--- src/rtl/serial_deser_8b.sv ---
// Serial-to-parallel deserializer: packs one accepted bit per cycle into an NBITS word.
// Latency: a word is presented on out/out_val the cycle after its last bit is accepted.
// Backpressure: in_rdy drops only when the word-completing bit would hit a full, non-draining output buffer.
module serial_deser_8b #(
  parameter int NBITS     = 8,
  parameter bit MSB_FIRST = 1'b0
) (
  input  logic                     clk,
  input  logic                     reset,
  input  logic                     in_val,
  output logic                     in_rdy,
  input  logic                     in_,
  input  logic                     clear,
  output logic                     out_val,
  input  logic                     out_rdy,
  output logic [NBITS-1:0]         out,
  output logic [$clog2(NBITS)-1:0] bit_cnt
);

  localparam int CW = $clog2(NBITS);
  localparam logic [CW-1:0] LAST = CW'(NBITS - 1);

  logic [NBITS-1:0] sreg;
  logic [NBITS-1:0] sreg_nxt;
  logic [NBITS-1:0] obuf;
  logic [CW-1:0]    cnt;
  logic [CW-1:0]    pos;
  logic             is_last;
  logic             xfer;
  logic             done;

  // The bit being accepted now is the last one of the word.
  assign is_last = (cnt == LAST);

  // Only the word-completing bit can stall, and only if the buffer cannot hand off its word this cycle.
  assign in_rdy = !clear && (!is_last || !out_val || out_rdy);

  assign xfer = in_val && in_rdy;
  assign done = xfer && is_last;

  // Bit k of a word lands at position k (LSB first) or NBITS-1-k (MSB first).
  assign pos = MSB_FIRST ? (LAST - cnt) : cnt;

  // Partial word with the incoming bit merged in; unwritten positions are still zero.
  always_comb begin
    sreg_nxt      = sreg;
    sreg_nxt[pos] = in_;
  end

  // Partial-word assembly: clear and word completion both restart from an empty word.
  always_ff @(posedge clk or posedge reset) begin
    if (reset) begin
      cnt  <= '0;
      sreg <= '0;
    end else if (clear) begin
      cnt  <= '0;
      sreg <= '0;
    end else if (xfer) begin
      if (is_last) begin
        cnt  <= '0;
        sreg <= '0;
      end else begin
        cnt  <= cnt + CW'(1);
        sreg <= sreg_nxt;
      end
    end
  end

  // Output buffer: loads only on completion, so out holds its last word after it drains.
  always_ff @(posedge clk or posedge reset) begin
    if (reset) begin
      obuf    <= '0;
      out_val <= 1'b0;
    end else if (done) begin
      obuf    <= sreg_nxt;
      out_val <= 1'b1;
    end else if (out_val && out_rdy) begin
      out_val <= 1'b0;
    end
  end

  assign out     = obuf;
  assign bit_cnt = cnt;

endmodule

--- config.mk ---
export PLATFORM = sky130hd
export DESIGN_NAME = serial_deser_8b
export DESIGN_NICKNAME = d
export VERILOG_FILES = /design/src/rtl/serial_deser_8b.sv
export SDC_FILE = /design/constraint.sdc
export NUM_CORES = 1
export LEC_CHECK = 0
export ABC_AREA = 1
export CAP_MARGIN = 30
export CORE_MARGIN = 5
export CORE_UTILIZATION = 45
export CTS_CLUSTER_SIZE = 14
export DETAILED_ROUTE_END_ITERATION = 7
export MAX_ROUTING_LAYER = met4
export PLACE_DENSITY = 0.79
export SLEW_MARGIN = 15
export SYNTH_ARGS = -nofsm -noshare
export SYNTH_HDL_FRONTEND = slang
export SYNTH_SLANG_ARGS = --single-unit
--- constraint.sdc ---
create_clock -name clk -period 2 [get_ports clk]
set_clock_uncertainty 0.2 [all_clocks]
set_input_delay 0.4 -clock clk [delete_from_list [all_inputs] [get_ports clk]]
set_output_delay 0.4 -clock clk [all_outputs]
set_load 0.02 [all_outputs]
==> results.cfg, run 1 <==
[yosys]
synth_edf_count = 0
synth_area_leaders = dfrtp_1 48%, nand2_1 23%, nand3_1 10%
synth-seq-cells = 20
ys.flop_type = dfrtp_1
synth_nets = 145
async_reset_ff_share_pct = 100
synth_area_per_cell_um2 = 7.65
ys_types = 16
synthCells = 137
yosysMostFrequentCell = nand2_1
synth_common_cells = 65 x nand2_1, 21 x nand3_1, 20 x dfrtp_1
synth.top_cell.area_share_pct = 47.7
synth.largest_area_cell = dfrtp_1
synth_seq_area_share_pct = 47.7
netlist_area_um2 = 1050
ys_warn_count = 0

[setup_path]
crit_fanout = 2
required_ps = 1400
regToRegStartpoint = bit_cnt[1]$_DFFE_PP0P_
cp_data_arrival_time_ps = 1410
r2r_cells = 12
crit_start = bit_cnt[1]$_DFFE_PP0P_
crit_path_start_kind = flip-flop
worstSetupPathType = flip-flop to output pin
end_kind = output pin

[detailed_routing]
ant_nets = 0
drt-initial-drc-count = 35
vias_per_cell = 5.23
wl_per_cell_um = 12.4
first_pass_iters = 4
routed_wl_um = 2480
vias = 1045
drc_errors = 0

[cts]
clk_path_buf_depth = 2
path_clk_slew_ps = 110
cts_tree = done
numClockSinks = 20
clk_latency_ps = 310
cts_buffers = 3
cts.htree.levels = 1
holdBufCountCts = 0
root_buffer = clkbuf_4

[cells_and_area]
n_antenna_cell = 0
num-fill-cells = 204
area_growth_pct = 36.3
nets = 181
drive_gt1_share_pct = 19.8

[run]
cap_violations = 0

[sta]
final.period_utilization_pct = 101
tightestPinTransition_ps = 373
slew_headroom_pct = 75.1
drv_slew = 0
worst_slack_ps = -12.4
setup_viol = 1
finalCriticalPeriod_ps = 2010
rsz0062_at_grt = true
fmax_ghz = 0.497
finalHoldViolCount = 0
tns_ps = -12.4

[global_route]
antenna_found_initial = 0
grt_pass1_wl_um = 4320
grt_max_degree = 21
gr-usage-all-layers_pct = 17.2
overflow = 0
grt_pass1_vias = 1025

[floorplanning]
fp.dieW_um = 58.3
die_h_um = 58.3
core_area_um2 = 2210
initial_core_util_pct = 47.4
pin_count = 19
dieArea_um2 = 3400
row_count = 17

[power_and_ir_drop]
total_power_mw = 0.802
peakVddDrop_v = 0.000424
leakage_nw = 0.774
powerDensity_nw_per_um2 = 561

[placed_design]
routabilityCongestion = 0.781
place_ws_ps = -398
dpl.hpwl_um = 1700
port_buffers = 18

[status]
failed_checks = negative setup slack
status = finished with violations

[hold_path]
hold_class = input pin to async pin
## logic make-up after synthesis
logic type | after synthesis | share of synthesized area (%)
simple gates | 98 | 42.1
flops | 20 | 47.7
buf+inv | 16 | 7.28
fa+ha+maj | 2 | 2.39
compound gates | 1 | 0.477
## cells in the final DEF (no fill, tap or decap)
master           Yosys  final
buf_4                3     19
inv_2                2      3
o21ai_1              0      1
dfrtp_1             20     20
buf_6                0      1
clkbuf_4             0      3
nand3_2              1      1
dlygate4sd2_1        0      2
nor2_2               1      1
clkdlybuf4s50_1      0     14
nand3_4              1      1
ha_4                 0      2
clkdlybuf4s15_1      0      1
nand4_1              7      7
clkinv_2             1      1
nor2_4               1      1
clkbuf_8             0      1
nand2_1             65     65
inv_1                7      6
nor2_1               1      1
nand3_1             21     21
## routing by layer
layer  vias to the layer above  share of wire [%]  wire, µm  GRT usage (%)
met5                         -                  0         0              -
met4                         0                2.6        64           9.60
met3                         7                3.7        92           2.45
met2                        21                 51      1260           28.9
met1                       507                 43      1060           19.3
li1                        510                  -         -              -
## metrics by stage
stage | utilization [%] | cell area, µm² | instances | hold WS, ps
after global routing | 64.6 | 1430 | 200 | 238
after CTS | 63.2 | 1400 | 198 | 216
final | 64.6 | 1430 | 200 | 208
after detailed placement | 58.8 | 1300 | 187 | 265
after floorplan | - | 1050 | 137 | 164
after global placement | 58.8 | 1300 | 187 | 263
## worst max-delay path, cell delays in order, from the launching register on
cell	delay [ps]
dfrtp_1	430
ha_4	180
ha_4	160
inv_2	50
nand2_1	60
o21ai_1	80
buf_4	160
## state kept, by name, summed over array words and instances, names as in the netlist
register	cells
out_val	1
out	8
bit_cnt	3
sreg	8
## final cells by class
class / instances / area (µm²) / area share [%]
repair buffers: 37 / 322 / 22.5
inverters: 10 / 38.8 / 2.71
well taps: 28 / 35.0 / 2.45
multi-input cells: 101 / 497 / 34.8
clock buffers: 4 / 36.3 / 2.54
flip-flops and latches: 20 / 500 / 35.0
## path summary, 6_finish.rpt
check	to	slack, ps
max	in_rdy	-10
min	sreg[7]$_DFFE_PP0P_	210
max reg2reg	bit_cnt[0]$_DFFE_PP0P_	10
min reg2reg	out[0]$_DFFE_PP0P_	290
max in group asynchronous	bit_cnt[2]$_DFFE_PP0P_	1180
min in group clk	out[0]$_DFFE_PP0P_	290
## repair_timing
action,4_1_cts,5_1_grt
buffers inserted,7,2
endpoints found under the setup margin,4,2
gates cloned,0,0
gates resized for setup,14,3
pin swaps,1,1
## report_power, final
group          internal [mW]  total, mW  switching (mW)
combinational         0.0562      0.140          0.0839
sequential             0.414      0.422         0.00781
clock                  0.111      0.240           0.128
Note: power is estimated with default switching activity, not from simulation.
==> inputs of run 2 (changes only) <==
CTS_CLUSTER_DIAMETER = 100   (was unset)
==> results of run 2 <==
The final DEF is identical to that of run 1; final timing and power are the same.
==> inputs of run 3 (changes only) <==
SKIP_CTS_REPAIR_TIMING = 1   (was unset)
==> run 3 against run 2 <==
- the run now ends clean
- die area did not move
- sequential cell count did not move
- wire length fell by 6.1%
- maximum frequency rose by 0.78%
- highest routed layer unchanged
- largest power group unchanged
- clock power barely moved
- critical endpoint unchanged
- critical path depth did not move
- combinational power fell by 6%
- sequential power barely moved
- final cell count fell by 4.5%
==> results.cfg, run 3 (synthesized netlist as in run 1, its figures left out) <==
[sta]
worst_slack_ps = 3.22
drv_slew = 0
setup_viol = 0
fmax_ghz = 0.501
finalHoldViolCount = 0
rsz0062_at_grt = true
slew_headroom_pct = 75.1
tns_ps = 0
tightestPinTransition_ps = 373
final.period_utilization_pct = 99.8
finalCriticalPeriod_ps = 2000

[cells_and_area]
num-fill-cells = 212
nets = 172
mostFrequentLayoutCell = nand2_1
area_growth_pct = 29.5
final_cell_mix = 65 x nand2_1, 21 x nand3_1, 20 x dfrtp_1
n_antenna_cell = 0
drive_gt1_share_pct = 15.3

[cts]
cts_buffers = 3
clk_latency_ps = 310
path_clk_slew_ps = 110
numClockSinks = 20
root_buffer = clkbuf_4
cts_tree = done
clk_path_buf_depth = 2
cts.htree.levels = 1

[power_and_ir_drop]
total_power_mw = 0.789
powerDensity_nw_per_um2 = 581
leakage_nw = 0.771
peakVddDrop_v = 0.000423

[floorplanning]
fp.dieW_um = 58.3
initial_core_util_pct = 47.4
pin_count = 19
core_area_um2 = 2210
row_count = 17
die_h_um = 58.3
dieArea_um2 = 3400

[detailed_routing]
drt-initial-drc-count = 24
first_pass_iters = 4
wl_per_cell_um = 12.2
routed_wl_um = 2330
vias = 1001
vias_per_cell = 5.24
drc_errors = 0
ant_nets = 0

[global_route]
grt_pass1_vias = 988
gr-usage-all-layers_pct = 16.2
overflow = 0
grt_pass1_wl_um = 4110
antenna_found_initial = 0
grt_max_degree = 21

[setup_path]
worst_r2r_endpoint = sreg[5]$_DFFE_PP0P_
regToRegStartpoint = bit_cnt[1]$_DFFE_PP0P_
crit_path_start_kind = flip-flop
r2r_cells = 7
worstSetupPathType = flip-flop to output pin
end_kind = output pin
required_ps = 1400
crit_path_end = in_rdy
crit_fanout = 2
crit_start = bit_cnt[1]$_DFFE_PP0P_
reg2reg_slack_ps = 260
cp_data_arrival_time_ps = 1400

[placed_design]
routabilityCongestion = 0.781
dpl.hpwl_um = 1700
port_buffers = 18
place_ws_ps = -398

[run]
cap_violations = 0

[status]
status = finished clean

[hold_path]
hold_class = input pin to async pin
## run 3: changes by cell type in the layout (fill, tap and decap cells not counted), sizes merged
cell	previous run	this run
dlymetal6s2s	0	3
clkdlybuf4s15	1	0
buf	20	11
dlygate4sd2	2	0
## run 3: critical path, stage by stage (launching register included)
cell and delay, ps:
dfrtp_1 400, ha_2 200, ha_4 160, inv_2 50, nand2_1 60, o21ai_1 80
buf_4 160
## run 3: cell type report
| cell class | instances | area [µm²] | share of cell area [%] |
|---|---|---|---|
| clock buffer | 4 | 36.3 | 2.67 |
| tap | 28 | 35.0 | 2.58 |
| inverter | 10 | 38.8 | 2.86 |
| sequential | 20 | 500 | 36.9 |
| multi-input combinational | 101 | 487 | 35.9 |
| timing repair buffer | 28 | 260 | 19.2 |
## run 3: through the flow
step | instances | hold WS [ps] | utilization [%] | area, µm²
after CTS | 191 | 216 | 60.5 | 1340
after global placement | 187 | 263 | 58.8 | 1300
after global routing | 191 | 238 | 61.4 | 1360
final | 191 | 212 | 61.4 | 1360
after detailed placement | 187 | 265 | 58.8 | 1300
after floorplan | 137 | 164 | - | 1050
## run 3: worst min path at each step
stage,endpoint,slack [ps],depth (start not counted)
2_1_floorplan,bit_cnt[0]$_DFFE_PP0P_,160,1
3_3_place_gp,out[7]$_DFFE_PP0P_,260,2
3_5_place_dp,out[2]$_DFFE_PP0P_,270,2
4_1_cts,sreg[0]$_DFFE_PP0P_,220,3
5_1_grt,sreg[7]$_DFFE_PP0P_,240,3
6_report,sreg[7]$_DFFE_PP0P_,210,3
## run 3: power by group
| part | switching [mW] | internal, mW |
|---|---|---|
| sequential | 0.00587 | 0.414 |
| combinational | 0.0810 | 0.0504 |
| clock | 0.127 | 0.111 |
| total | 0.213 | 0.576 |
## run 3: per-layer routing
metal | up-vias | track usage, % | share of wire [%]
met3 | 5 | 2.23 | 2.7
met4 | 0 | 8.61 | 2.0
met2 | 19 | 28.5 | 51
met5 | - | - | 0
met1 | 485 | 17.5 | 44
li1 | 492 | - | -
